[src/rtl/bin_to_gray_counter_if.sv]
// Counter control and status bundle for the binary-to-Gray counter.
// The master drives the controls; the slave (the counter) drives the outputs.
interface bin_to_gray_counter_if #(
    parameter int WIDTH = 4
);
    logic             en;
    logic             up_dn;
    logic             load;
    logic [WIDTH-1:0] load_bin;
    logic [WIDTH-1:0] bin;
    logic [WIDTH-1:0] gray;
    logic             wrap;

    modport master (
        output en, up_dn, load, load_bin,
        input  bin, gray, wrap
    );

    modport slave (
        input  en, up_dn, load, load_bin,
        output bin, gray, wrap
    );
endinterface

[src/rtl/bin_to_gray_counter.sv]
// Registered binary-to-Gray up/down counter.
// Keeps a binary count and publishes its Gray image straight from flops, so a
// count step flips exactly one output bit and the Gray bus never glitches.
// The Gray value is encoded from the next binary value, keeping bin and gray
// in the same cycle.
module bin_to_gray_counter #(
    parameter int WIDTH = 4
) (
    input  logic                    clk,
    input  logic                    rst,
    bin_to_gray_counter_if.slave    bus
);
    localparam logic [WIDTH-1:0] ALL_ONES = '1;
    localparam logic [WIDTH-1:0] ONE      = WIDTH'(1);

    logic [WIDTH-1:0] bin_q,  bin_d;
    logic [WIDTH-1:0] gray_q, gray_d;
    logic             wrap_q, wrap_d;

    // Next-state: load beats count beats hold; wrap flags only boundary steps.
    always_comb begin
        bin_d  = bin_q;
        wrap_d = 1'b0;
        if (bus.load) begin
            bin_d = bus.load_bin;
        end else if (bus.en) begin
            if (bus.up_dn) begin
                bin_d  = bin_q + ONE;
                wrap_d = (bin_q == ALL_ONES);
            end else begin
                bin_d  = bin_q - ONE;
                wrap_d = (bin_q == '0);
            end
        end
        gray_d = bin_d ^ (bin_d >> 1);
    end

    // State registers; reset clears everything without waiting for a clock.
    always_ff @(posedge clk or posedge rst) begin
        if (rst) begin
            bin_q  <= '0;
            gray_q <= '0;
            wrap_q <= 1'b0;
        end else begin
            bin_q  <= bin_d;
            gray_q <= gray_d;
            wrap_q <= wrap_d;
        end
    end

    assign bus.bin  = bin_q;
    assign bus.gray = gray_q;
    assign bus.wrap = wrap_q;
endmodule

[src/flat_wrapper.sv]
// flat-port wrapper written by rule: the top's interface ports become plain ports
module bin_to_gray_counter_flat 
#(
    parameter int WIDTH = 4
)
  (clk, rst, bus_en, bus_up_dn, bus_load, bus_load_bin, bus_bin, bus_gray, bus_wrap);
  bin_to_gray_counter_if #(.WIDTH(WIDTH)) bus_i ();
  input  logic clk;
  input  logic rst;
  input wire logic [$bits(bus_i.en)-1:0] bus_en;
  input wire logic [$bits(bus_i.up_dn)-1:0] bus_up_dn;
  input wire logic [$bits(bus_i.load)-1:0] bus_load;
  input wire logic [$bits(bus_i.load_bin)-1:0] bus_load_bin;
  output wire logic [$bits(bus_i.bin)-1:0] bus_bin;
  output wire logic [$bits(bus_i.gray)-1:0] bus_gray;
  output wire logic [$bits(bus_i.wrap)-1:0] bus_wrap;
  assign bus_i.en = bus_en;
  assign bus_i.up_dn = bus_up_dn;
  assign bus_i.load = bus_load;
  assign bus_i.load_bin = bus_load_bin;
  assign bus_bin = bus_i.bin;
  assign bus_gray = bus_i.gray;
  assign bus_wrap = bus_i.wrap;
  bin_to_gray_counter #(.WIDTH(WIDTH)) u_core (.clk(clk), .rst(rst), .bus(bus_i));
endmodule
[config.mk]
export PLATFORM = sky130hd
export DESIGN_NAME = bin_to_gray_counter_flat
export DESIGN_NICKNAME = d
export VERILOG_FILES = /design/src/rtl/bin_to_gray_counter_if.sv /design/src/rtl/bin_to_gray_counter.sv /design/src/flat_wrapper.sv
export SDC_FILE = /design/constraint.sdc
export NUM_CORES = 1
export LEC_CHECK = 0
export CAP_MARGIN = 10
export CORE_AREA = 2 2 39 41
export CTS_CLUSTER_DIAMETER = 120
export DETAILED_ROUTE_END_ITERATION = 7
export DIE_AREA = 0 0 41 43
export HOLD_SLACK_MARGIN = 0.08
export PLACE_DENSITY = 0.75
export SYNTH_ARGS = -nofsm -noshare
export SYNTH_HDL_FRONTEND = slang
export SYNTH_SLANG_ARGS = --single-unit
export TNS_END_PERCENT = 5
[constraint.sdc]
create_clock -name clk -period 1.9 [get_ports clk]
set_input_delay 0.19 -clock clk [delete_from_list [all_inputs] [get_ports clk]]
set_output_delay 0.19 -clock clk [all_outputs]
set_load 0.05 [all_outputs]
==> out/metrics.json <==
{
  "worst_setup_hold_path_clk_slew_ns": 0.05,
  "instances_no_fill": 84,
  "setup_viol": 0,
  "iteration_0_drc_count_of_the_detailed_router": 7,
  "dr_total_vias": 386,
  "yosysMostFrequentCell": "sky130_fd_sc_hd__dfrtp_1",
  "placer_s_final_routability_congestion_estimate": 0.748,
  "finalWorstPathRequiredPeriod_ns": 1.80,
  "timing_hold_violations_final": 0,
  "area_growth_pct": 54.8,
  "irDropWorstVdd_mv": 0.584,
  "die_height_um": 43,
  "count_of_standard_cell_rows": 14,
  "syn_avg_cell_area_um2": 10.6,
  "number_of_placed_instances_with_taps_included": 81,
  "yosysWarnings": 0,
  "crit_startpoint": "bus_up_dn",
  "timing.max_cap.violations": 0,
  "endpoint_class_of_the_critical_path": "register",
  "n_antenna_cell": 0,
  "htreeDepth": 1,
  "first_pass_iters": 2,
  "path_class": "input pin to register",
  "synth_top_area_share": 0.438,
  "syn_area_um2": 457,
  "nets": 82,
  "die_width_um": 41,
  "post_synth_inst_count": 43,
  "layout-drive-gt1-share": 0.162,
  "synthesis.nets": 55,
  "required_ns": 2.03,
  "hp_class": "input pin to async pin",
  "clock_latency_ns": 0.25,
  "final.fill_count": 140,
  "cts_tree": "yes",
  "relSlewSlack": 0.667,
  "hold_buffers": 0,
  "yosys.cell_types.count": 22,
  "ios": 18,
  "pin_count_of_the_biggest_net_entering_global_routing": 9,
  "period_share": 0.946,
  "dieArea_mm2": 0.00176,
  "postSynthRegisterBits": 8,
  "initial_core_util": 0.330,
  "pre_cts_slack_ns": -0.157,
  "rsz0062_at_grt": "false",
  "cellLeakagePower_nw": 0.324,
  "timing_max_transition_violations_final": 0,
  "ys_flop_type": "sky130_fd_sc_hd__dfrtp_1",
  "final.setup.worst_slack_ns": 0.103,
  "fmax_mhz": 556,
  "drc_errors": 0,
  "gr-usage-all-layers": 0.135,
  "post_drt_wl_per_cell_um": 11.7,
  "run_status": "completed",
  "cp_max_fo": 3,
  "synth_top_area_cell": "sky130_fd_sc_hd__dfrtp_1",
  "global_route.overflow_total": 0,
  "ys_seq_area_frac": 0.438,
  "tightestPinTransition_ns": 0.498,
  "clock_path_buffers": 2,
  "wl_um": 986,
  "grt_first_pass_wirelength_mm": 1.54,
  "powerDensity_mw_per_mm2": 1020,
  "timing.rr.start": "u_core.bus.bin[2]",
  "worstPathArrival_ns": 1.93,
  "clock_sink_count": 8,
  "initial_antenna_violation_count": 0,
  "dp_hpwl_um": 824,
  "register_area_um2": 200,
  "timing.critical_path.from_type": "input pin",
  "synth.top_cells.by_count": "8 x sky130_fd_sc_hd__dfrtp_1, 4 x sky130_fd_sc_hd__nor2_1, 4 x sky130_fd_sc_hd__xnor2_1, 3 x sky130_fd_sc_hd__inv_1",
  "multi_input_area_um2": 230,
  "postCtsSetupBuffers": 0,
  "route.antenna.remaining_nets": 0,
  "synth_enable_flop_cells": 0,
  "postSynth.asyncResetShare": 1.00,
  "cts_buffers": 3,
  "viasPerCell": 4.60,
  "core_region_area_mm2": 0.00138,
  "ys_top_cells_by_area": "sky130_fd_sc_hd__dfrtp_1 44%, sky130_fd_sc_hd__xnor2_1 7.7%, sky130_fd_sc_hd__ha_1 5.5%",
  "buffers_added_on_ports": 17,
  "fin_hold_ws_ns": 0.183,
  "skew_ns": 0.00516,
  "grt_pass1_vias": 371,
  "root_buffer_cell": "sky130_fd_sc_hd__clkbuf_4",
  "ctsResizeCount": 0
}
[critical path, stage by stage]
cell                              delay (ns)
sky130_fd_sc_hd__clkdlybuf4s50_1        0.48
sky130_fd_sc_hd__inv_1                  0.08
sky130_fd_sc_hd__ha_1                   0.32
sky130_fd_sc_hd__a21oi_1                0.19
sky130_fd_sc_hd__a211oi_1               0.10
sky130_fd_sc_hd__or3_4                  0.40
sky130_fd_sc_hd__xor2_1                 0.16
[registers in the layout, summed over array words and instances, names as in the netlist]
name,flops
u_core.bus.bin,4
u_core.bus.wrap,1
u_core.bus.gray,3
[per-stage QoR]
| step | setup TNS (ns) | total power [mW] | utilization | cell area [µm²] |
|---|---|---|---|---|
| 2_1_floorplan | 0 | 0.459 | - | 457 |
| 3_3_place_gp | -0.0822 | 0.590 | 0.495 | 684 |
| 3_5_place_dp | -0.199 | 0.599 | 0.495 | 684 |
| 4_1_cts | 0 | 0.730 | 0.511 | 707 |
| 5_1_grt | 0 | 0.760 | 0.511 | 707 |
| 6_report | 0 | 0.719 | 0.511 | 707 |
[power by group]
part           internal (mW)  switching (mW)
sequential             0.204          0.0243
combinational          0.147           0.219
clock                 0.0719          0.0530
[logic make-up (layout without fill, tap and decap cells)]
group           after synthesis  count (layout)  synth area share
simple gates                 12              12             0.153
flops                         8               8             0.438
compound gates                7               7            0.0931
xor+xnor                      6               6             0.115
buf+inv                       5              30            0.0575
fa+ha+maj                     3               3            0.0986
mux                           2               2            0.0438
[layer usage]
layer | share of wire | vias to the layer above | track usage
met4 | 0 | 0 | 0.0400
met1 | 0.42 | 173 | 0.163
li1 | - | 197 | -
met5 | 0 | - | 0
met3 | 0.063 | 0 | 0.0628
met2 | 0.51 | 16 | 0.206
[layout make-up]
cell class,count,share of cell area
sequential,8,0.283
tap,16,0.0283
inverter,3,0.0159
timing repair buffer,24,0.315
multi-input combinational,30,0.326
clock buffer,3,0.0319
[worst paths after layout]
kind                                           end  slack [ns]  cells after the start
max in group asynchronous       u_core.bus.gray[0]        1.48                      2
min in group clk                 u_core.bus.bin[0]        0.59                      3
worst max-delay path            u_core.bus.gray[2]        0.10                      7
worst min-delay path            u_core.bus.gray[2]        0.18                      2
worst min register to register     u_core.bus.wrap        0.68                      2
worst max register to register  u_core.bus.gray[2]        0.19                      5
[layout by cell type, fill, tap and decap left out]
| master | instances |
|---|---|
| sky130_fd_sc_hd__nand2_1 | 2 |
| sky130_fd_sc_hd__and4b_1 | 1 |
| sky130_fd_sc_hd__clkdlybuf4s50_1 | 17 |
| sky130_fd_sc_hd__o21ai_0 | 1 |
| sky130_fd_sc_hd__inv_1 | 3 |
| sky130_fd_sc_hd__buf_4 | 7 |
| sky130_fd_sc_hd__xor2_1 | 2 |
| sky130_fd_sc_hd__or2b_1 | 1 |
| sky130_fd_sc_hd__or3_4 | 1 |
| sky130_fd_sc_hd__nor2_1 | 4 |
| sky130_fd_sc_hd__dfrtp_1 | 8 |
| sky130_fd_sc_hd__and3_1 | 1 |
| sky130_fd_sc_hd__clkbuf_4 | 3 |
| sky130_fd_sc_hd__xnor2_1 | 4 |
| sky130_fd_sc_hd__a31oi_1 | 1 |
| sky130_fd_sc_hd__a211oi_1 | 1 |
| sky130_fd_sc_hd__mux2i_1 | 2 |
| sky130_fd_sc_hd__a22o_1 | 1 |
| sky130_fd_sc_hd__nand3_1 | 1 |
| sky130_fd_sc_hd__a21oi_1 | 2 |
| sky130_fd_sc_hd__or4_1 | 1 |
| sky130_fd_sc_hd__fa_1 | 1 |
| sky130_fd_sc_hd__o21ai_1 | 1 |
| sky130_fd_sc_hd__ha_1 | 2 |
Note: power is estimated with default switching activity, not from simulation.
